<file path="config.mk">
export PLATFORM = sky130hd
export DESIGN_NAME = l2_arbiter_rr
export DESIGN_NICKNAME = d
export VERILOG_FILES = /design/src/rtl/l2_arbiter_pkg.sv /design/src/rtl/l2_arbiter_rr_picker.sv /design/src/rtl/l2_arbiter_rr.sv
export SDC_FILE = /design/constraint.sdc
export NUM_CORES = 1
export LEC_CHECK = 0
export ABC_CLOCK_PERIOD_IN_PS = 1430
export CORE_AREA = 2 2 545 547
export DETAILED_ROUTE_END_ITERATION = 6
export DIE_AREA = 0 0 547 549
export PLACE_DENSITY_LB_ADDON = 0.05
export SETUP_SLACK_MARGIN = 0.3
export SYNTH_ARGS = -nofsm -noshare
export SYNTH_HDL_FRONTEND = slang
export SYNTH_SLANG_ARGS = --single-unit
</file>
<file path="constraint.sdc">
create_clock -name clk -period 1.43 [get_ports clk]
set_input_delay 0.143 -clock clk [delete_from_list [all_inputs] [get_ports clk]]
set_output_delay 0.143 -clock clk [all_outputs]
set_load 0.02 [all_outputs]
</file>
<file path="src/rtl/l2_arbiter_pkg.sv">
// l2_arbiter_pkg
//   Shared types and constants for the round-robin L2 arbiter.
//   state_t : arbiter FSM state (IDLE: nothing owned, BUSY: one transaction
//             owned and forwarded to L2).
//   ADDR_W  : width of a line address on both the upstream and L2 sides.
package l2_arbiter_pkg;

    typedef enum logic {
        IDLE = 1'b0,
        BUSY = 1'b1
    } state_t;

    localparam int ADDR_W = 32;

endpackage

</file>
<file path="src/rtl/l2_arbiter_rr_picker.sv">
// rr_picker
//   Combinational circular priority picker.
//   Finds the first port i with pend[i]=1 and mask[i]=0, scanning from
//   'start' upward and wrapping at N.
//   Ports:
//     pend  [N-1:0]     in   pending request vector
//     start [IDX_W-1:0] in   first index to consider (must be < N)
//     mask  [N-1:0]     in   ports excluded from this pick
//     found             out  at least one eligible port exists
//     idx   [IDX_W-1:0] out  winning port (0 when found=0)
module rr_picker
    import l2_arbiter_pkg::*;
#(
    parameter int N     = 2,
    parameter int IDX_W = (N > 1) ? $clog2(N) : 1
) (
    input  logic [N-1:0]     pend,
    input  logic [IDX_W-1:0] start,
    input  logic [N-1:0]     mask,
    output logic             found,
    output logic [IDX_W-1:0] idx
);

    logic [N-1:0]     elig;
    logic [N-1:0]     rot;
    logic [N:0]       seen;
    logic [IDX_W-1:0] off_chain [N+1];
    logic [IDX_W:0]   sum;

    assign elig = pend & ~mask;

    // Rotate so that bit 0 of rot corresponds to port 'start'; the first set
    // bit of rot is then the circular winner, offset from start.
    assign rot = N'({elig, elig} >> start);

    assign seen[0]      = 1'b0;
    assign off_chain[0] = '0;

    generate
        for (genvar gi = 0; gi < N; gi++) begin : g_prio
            logic first;
            assign first            = rot[gi] & ~seen[gi];
            assign seen[gi+1]       = seen[gi] | rot[gi];
            assign off_chain[gi+1]  = off_chain[gi] | ({IDX_W{first}} & IDX_W'(gi));
        end
    endgenerate

    assign found = seen[N];

    // start + offset, reduced modulo N (both terms are < N, so one subtract).
    assign sum = {1'b0, start} + {1'b0, off_chain[N]};

    always_comb begin
        idx = '0;
        if (found) begin
            if (sum >= (IDX_W+1)'(N)) begin
                idx = IDX_W'(sum - (IDX_W+1)'(N));
            end else begin
                idx = sum[IDX_W-1:0];
            end
        end
    end

endmodule

</file>
<file path="src/rtl/l2_arbiter_rr.sv">
// l2_arbiter_rr
//   N-requester round-robin arbiter in front of a single-port L2 line
//   interface. One transaction is in flight at a time; the owner's request is
//   forwarded combinationally while BUSY and the completion is routed back
//   only to the owner. On completion the next owner is chosen in the same
//   cycle so consecutive transactions have no dead cycle.
//   Ports:
//     clk, rst                  clock, synchronous active-high reset
//     req_read/req_write [N]    per-port level requests, held until resp
//     req_address [N*32]        per-port line address, port i at [32*i +: 32]
//     req_wdata [N*S_LINE]      per-port write line
//     req_resp [N]              one-hot completion pulse to the owner
//     req_rdata [S_LINE]        read line, meaningful only with req_resp
//     mem_read/mem_write        request to L2 (owner's request while BUSY)
//     mem_address, mem_wdata    owner's address / write data while BUSY
//     mem_resp, mem_rdata       L2 single-cycle completion and read line
//     grant_valid, grant_idx    current ownership (idx meaningless if !valid)
module l2_arbiter_rr
    import l2_arbiter_pkg::*;
#(
    parameter int N_PORTS = 2,
    parameter int S_LINE  = 256,
    parameter int IDX_W   = (N_PORTS > 1) ? $clog2(N_PORTS) : 1
) (
    input  logic                        clk,
    input  logic                        rst,
    input  logic [N_PORTS-1:0]          req_read,
    input  logic [N_PORTS-1:0]          req_write,
    input  logic [N_PORTS*ADDR_W-1:0]   req_address,
    input  logic [N_PORTS*S_LINE-1:0]   req_wdata,
    output logic [N_PORTS-1:0]          req_resp,
    output logic [S_LINE-1:0]           req_rdata,
    output logic                        mem_read,
    output logic                        mem_write,
    output logic [ADDR_W-1:0]           mem_address,
    output logic [S_LINE-1:0]           mem_wdata,
    input  logic                        mem_resp,
    input  logic [S_LINE-1:0]           mem_rdata,
    output logic                        grant_valid,
    output logic [IDX_W-1:0]            grant_idx
);

    state_t           state_q, state_d;
    logic [IDX_W-1:0] owner_q, owner_d;
    logic [IDX_W-1:0] rr_ptr_q, rr_ptr_d;

    logic [N_PORTS-1:0] pend;
    logic [N_PORTS-1:0] owner_mask;
    logic [N_PORTS-1:0] no_mask;
    logic [IDX_W-1:0]   owner_inc;

    logic [ADDR_W-1:0]  addr_arr  [N_PORTS];
    logic [S_LINE-1:0]  wdata_arr [N_PORTS];

    logic               idle_found, resp_found;
    logic [IDX_W-1:0]   idle_idx, resp_idx;

    assign pend    = req_read | req_write;
    assign no_mask = '0;

    generate
        for (genvar gi = 0; gi < N_PORTS; gi++) begin : g_port
            assign addr_arr[gi]   = req_address[ADDR_W*gi +: ADDR_W];
            assign wdata_arr[gi]  = req_wdata[S_LINE*gi +: S_LINE];
            assign owner_mask[gi] = (owner_q == IDX_W'(gi));
        end
    endgenerate

    assign owner_inc = (owner_q == IDX_W'(N_PORTS - 1)) ? '0 : owner_q + IDX_W'(1);

    // Arbitration from IDLE: plain round-robin starting at rr_ptr.
    rr_picker #(
        .N     (N_PORTS),
        .IDX_W (IDX_W)
    ) u_pick_idle (
        .pend  (pend),
        .start (rr_ptr_q),
        .mask  (no_mask),
        .found (idle_found),
        .idx   (idle_idx)
    );

    // Arbitration at completion: the finishing owner still holds its request
    // this cycle, so it is masked out and the scan starts just after it.
    rr_picker #(
        .N     (N_PORTS),
        .IDX_W (IDX_W)
    ) u_pick_resp (
        .pend  (pend),
        .start (owner_inc),
        .mask  (owner_mask),
        .found (resp_found),
        .idx   (resp_idx)
    );

    assign grant_valid = (state_q == BUSY);
    assign grant_idx   = owner_q;

    always_comb begin
        state_d     = state_q;
        owner_d     = owner_q;
        rr_ptr_d    = rr_ptr_q;
        mem_read    = 1'b0;
        mem_write   = 1'b0;
        mem_address = '0;
        mem_wdata   = '0;
        req_resp    = '0;
        req_rdata   = '0;

        case (state_q)
            IDLE: begin
                // mem_resp here is spurious and deliberately ignored.
                if (idle_found) begin
                    owner_d = idle_idx;
                    state_d = BUSY;
                end
            end
            BUSY: begin
                mem_read    = req_read[owner_q];
                mem_write   = req_write[owner_q];
                mem_address = addr_arr[owner_q];
                mem_wdata   = wdata_arr[owner_q];
                if (mem_resp) begin
                    req_resp  = owner_mask;
                    req_rdata = mem_rdata;
                    rr_ptr_d  = owner_inc;
                    if (resp_found) begin
                        owner_d = resp_idx;
                    end else begin
                        state_d = IDLE;
                    end
                end
            end
            default: begin
                state_d = IDLE;
            end
        endcase
    end

    always_ff @(posedge clk) begin
        if (rst) begin
            state_q  <= IDLE;
            owner_q  <= '0;
            rr_ptr_q <= '0;
        end else begin
            state_q  <= state_d;
            owner_q  <= owner_d;
            rr_ptr_q <= rr_ptr_d;
        end
    end

    // Protocol checks on the upstream and L2 sides (simulation only effect).
    always_ff @(posedge clk) begin
        if (!rst) begin
            if (state_q == IDLE) begin
                assert (!mem_resp)
                    else $warning("l2_arbiter_rr: mem_resp while idle, ignored");
            end
            if (state_q == BUSY) begin
                assert (pend[owner_q])
                    else $error("l2_arbiter_rr: owner dropped request before mem_resp");
            end
        end
    end

    generate
        for (genvar gi = 0; gi < N_PORTS; gi++) begin : g_rw_chk
            always_ff @(posedge clk) begin
                if (!rst) begin
                    assert (!(req_read[gi] && req_write[gi]))
                        else $error("l2_arbiter_rr: port %0d read and write together", gi);
                end
            end
        end
    endgenerate

endmodule

</file>
# After elaboration in Yosys (flattened, before gate mapping)
# Index checks and enable logic that the tools add are counted.
[word_totals]
mem_bits_ro = 0
in_bits = 839
register_bits = 3
memories = 0
ramBits = 0
output_inout_bits = 550
word_cells = 60
latch_bits = 0
[classes]
magnitude_cmp = 4
n_eq_ne = 3
shift = 2
bitwise = 12
muxes = 29
add_sub_neg = 5
n_mul = 0
reduce_logical = 2
div = 0
[op_table]
columns = ["cell", "count"]
rows = [
  ["$mux 256", 6],
  ["$mux 32", 4],
  ["$mux 1", 15],
  ["$shr 4x1->2", 2],
  ["$ge 2x2->1 const B", 3],
  ["$add 1x1->2", 2],
  ["$mux 2", 2],
  ["$ne 2x2->1 const B", 2],
  ["$not 1->1", 4],
  ["$pmux 1 s2", 2],
  ["$reduce_and 3->1", 1],
  ["$and 1x1->1", 2],
  ["$and 2x2->2", 1],
  ["$lt 1x2->1 const B", 1],
  ["$ne 2x1->1 const B", 1],
  ["$not 1->2", 1],
  ["$not 2->2", 1],
  ["$or 1x1->1", 2],
  ["$or 2x2->2", 1],
  ["$reduce_and 2->1", 1],
  ["$sub 1x1->1 const B", 2],
  ["$add 1x1->1 const B", 1],
]

# Longest topological paths before layout
[logic_depth]
ltp_word = 12
mapped_depth = 5
mapped_depth_nobuf = 3

# Modules after synthesis
# From an unflattened synthesis, not the netlist that was laid out.
[unflattened]
hier_cells = 988
hier_area_um2 = 6697.7
[by_module_without_submodules]
columns = ["module", "cells_per_inst", "instances", "area_each_um2"]
rows = [
  ["l2_arbiter_rr", 978, 1, 6625.1],
  ["rr_picker", 5, 2, 36.3],
]

# Worst setup path after synthesis
# Ideal clock, no wire load.
[synth_timing]
kind = "register to output"
from = "register owner_q (netlist: grant_idx)"
to = "output mem_wdata[185]"
t_required_ps = 1287
path_slack_ps = -17
t_arrival_ps = 1304
stages_incl_launch_ff = 6
n_path_buf = 3
cell_sequence = "dfxtp_1 > buf_4 > buf_8 > buf_8 > mux2i_1 > nor2_1"
[synth_via]
elab_chain_cells = 5
[synth_lines]
columns = ["element", "line", "text"]
rows = [
  ["start: declaration", "l2_arbiter_rr.sv:44", "logic [IDX_W-1:0] owner_q, owner_d;"],
  ["start signal: assignment", "l2_arbiter_rr.sv:147", "owner_q <= owner_d;"],
  ["$not 1->2 (not written as such)", "l2_arbiter_rr.sv:122", "mem_wdata = wdata_arr[owner_q];"],
  ["$mux 256 (not written as such) (3 in a row)", "l2_arbiter_rr.sv:122", ""],
  ["$mux 256", "l2_arbiter_rr.sv:110", "case (state_q)"],
  ["end: declaration", "l2_arbiter_rr.sv:36", "output logic [S_LINE-1:0] mem_wdata,"],
]
# No other way between the ends. The select of a mux whose other input is x is not followed.

# Final worst setup path
[layout_timing]
from = "register owner_q (netlist: grant_idx)"
to = "output mem_wdata[154]"
# The elaborated chain is that of the path after synthesis.

==> results <==
worst max-delay path, delay by kind of cell, from the launching register on:
family,cells,cell delay [ps]
and+or+nand+nor,1,50
buffers and inverters,5,930
DFF,1,340
muxes,1,240
routing by layer:
| layer | routed length, µm | share of wire (%) |
|---|---|---|
| met1 | 56900 | 34 |
| met2 | 83300 | 50 |
| met3 | 22100 | 13 |
| met4 | 2100 | 1.3 |
| met5 | 911 | 0.55 |
path summary, 6_finish.rpt:
| path | from | endpoint | cells past startpoint |
|---|---|---|---|
| worst max-delay path | grant_idx | mem_wdata[154] | 7 |
| worst min-delay path | rr_ptr_q | rr_ptr_q | 2 |
| worst max register to register | grant_idx | grant_valid | 6 |
| worst min register to register | rr_ptr_q | rr_ptr_q | 2 |
cell families (layout without fill, tap and decap cells):
| group | after synthesis | count (layout) | synth area share [%] |
|---|---|---|---|
| other cells | 0 | 42 | 0 |
| mux | 290 | 290 | 43.7 |
| simple gates | 554 | 554 | 41.2 |
| flops | 3 | 3 | 0.904 |
| compound gates | 7 | 7 | 0.754 |
| buf+inv | 125 | 1715 | 13.4 |
power by group:
| group | leakage [µW] | total [µW] | switching [µW] | internal, µW |
|---|---|---|---|---|
| clock network | 0.0000384 | 445 | 77.0 | 368 |
| logic | 0.0120 | 11800 | 5310 | 6510 |
| registers | 0.0000260 | 96.2 | 5.84 | 90.4 |
| total | 0.0121 | 12400 | 5390 | 6970 |
cell type report:
cell class                 instances  share of cell area (%)
clock buffer                       4                   0.249
sequential                         3                   0.213
tap                             3939                    15.6
multi-input combinational        851                    24.0
timing repair inverter             1                  0.0632
antenna                           42                   0.332
timing repair buffer            1708                    59.4
inverter                           2                   0.107
cells in the final DEF (no fill, tap or decap), types with 2 or more instances in the layout:
master,n
dlygate4sd2_1,76
buf_16,35
buf_12,186
mux2i_2,27
diode_2,42
clkbuf_4,5
clkdlybuf4s50_1,838
nor2_1,185
buf_8,18
buf_2,54
buf_6,141
and3_1,153
clkbuf_2,11
buf_4,326
clkbuf_16,18
mux2i_1,201
clkdlybuf4s15_2,2
dfxtp_4,2
nor2_4,53
mux2i_4,62
and3_4,103
nor2_2,54
sequential cells by signal, summed over array words and instances, names as in the netlist:
name,count
rr_ptr_q,1
grant_idx,1
grant_valid,1
synthesized netlist by cell type:
cell,count,share of area [%]
or2_1,1,0.094
a31oi_1,1,0.094
a21oi_1,1,0.075
mux2i_1,290,44
nor2_1,292,17
o221ai_1,1,0.13
nand2_1,1,0.056
clkbuf_1,50,2.8
o2bb2ai_1,1,0.13
or3_1,1,0.094
buf_4,8,0.90
nor4_1,1,0.094
inv_1,1,0.056
buf_2,35,2.6
nand2_4,1,0.17
o211ai_1,1,0.11
and3_1,257,24
buf_8,28,6.3
o21ai_0,1,0.075
a221oi_1,1,0.13
inv_2,1,0.056
buf_12,2,0.60
dfxtp_1,3,0.90
metrics by stage:
step	setup TNS [ps]	std cells	hold WS, ps
after floorplan	0	979	203
after global placement	-225350	6329	447
after detailed placement	-227550	6329	462
after CTS	-246390	6392	470
after global routing	-226830	6512	501
final	-193570	6550	466
timing repair:
item | 4_1_cts | 5_1_grt
resized for setup | 782 | 1182
cloned | 20 | 18
setup buffers | 39 | 98
pin swaps | 3 | 18
endpoints found under the setup margin | 553 | 553
==> results.yml <==
power:
  powerDensity_nw_per_um2: 390
  p_leak_uw: 0.0121
  peakVddDrop_v: 0.000323
  finalPower_uw: 12400
routing:
  ant_nets: 0
  first_pass_iters: 4
  via_per_inst: 2.27
  drc: 0
  wl_per_cell_um: 25.2
  num_vias: 14800
  wirelength_mm: 165
  drt_iter0_drc: 492
clocking:
  clock_latency_ps: 220
  numCtsBuffers: 3
  cts_tree: "done"
  clock-sinks: 3
  root_buffer: "clkbuf_16"
  cts_hold_buf: 0
  path_clk_slew_ps: 30
  clock_path_buffers: 2
  htreeDepth: 1
layout:
  final_core_util_pct: 10.7
  multi_input_area_um2: 7620
  fill_cells: 34100
  final_cell_area_um2: 31700
  drive_gt1_share_pct: 43.0
  areaGrowthSynthToFinish_pct: 377
  layout.nets: 3409
  regArea_um2: 67.6
place:
  gp_congestion: 0.824
  hpwl_mm: 144
  port_buffers: 1388
  placed_cell_area_um2: 27500
  place_ws_ps: -755
grt:
  grt_use_total_pct: 10.2
  gr-usage-met1_pct: 9.93
  grt_pass1_vias: 15800
  grt_max_degree: 88
  overflow: 0
  antenna_found_initial: 147
  grt_util_met3_pct: 6.53
  grt_busiest_layer: "met2"
  grt_pass1_wl_mm: 197
  grt_use_met2_pct: 18.6
sta:
  fin_skew_ps: 4.19
  drv_slew: 0
  period_minus_slack_ps: 2000
  grt_setup_unrepaired: "yes"
  worstMarginPinSlew_ps: 575
  clock.fmax_mhz: 500
  max_slew_margin_pct: 61.7
  min_period_over_period_pct: 140
  hold_violations: 0
  layout_setup_ws_ps: -568
  setup-violations-final: 553
yosys:
  syn_area_um2: 6640
  synth-seq-area-share_pct: 0.904
  synth_cells: 979
  synthesis.nets: 1818
  ys_warn_count: 0
  synth_seq_cells: 3
  syn_area_per_cell_um2: 6.78
  ys_types: 23
floorplanning:
  die_h_um: 549
  io_pins: 1389
  die_area_um2: 300000
  num_rows: 200
  core_um2: 295000
  start_util_pct: 2.25
  die_x_um: 547
setup_path:
  cp_data_arrival_time_ps: 1860
  crit_chain: "buf_12 -> buf_16 -> buf_12 -> buf_16 -> mux2i_2 -> nor2_2 -> clkdlybuf4s15_2"
  crit_required_ps: 1290
  worst_setup_path_end_kind: "output port"
  crit_slowest_cell: "dfxtp_4"
  startpoint_type: "register"
  path_class: "register to output port"
  critical-path-max-stage-delay_ps: 340
  r2r_setup_slack_ps: -180
  cp_max_fo: 16
hold_path:
  hp-class: "register to register"
status:
  violations: "negative setup slack"
  run_status: "complete, but fails checks"
job:
  max-cap-violations: 0
Power figures use the tool's default switching activity.
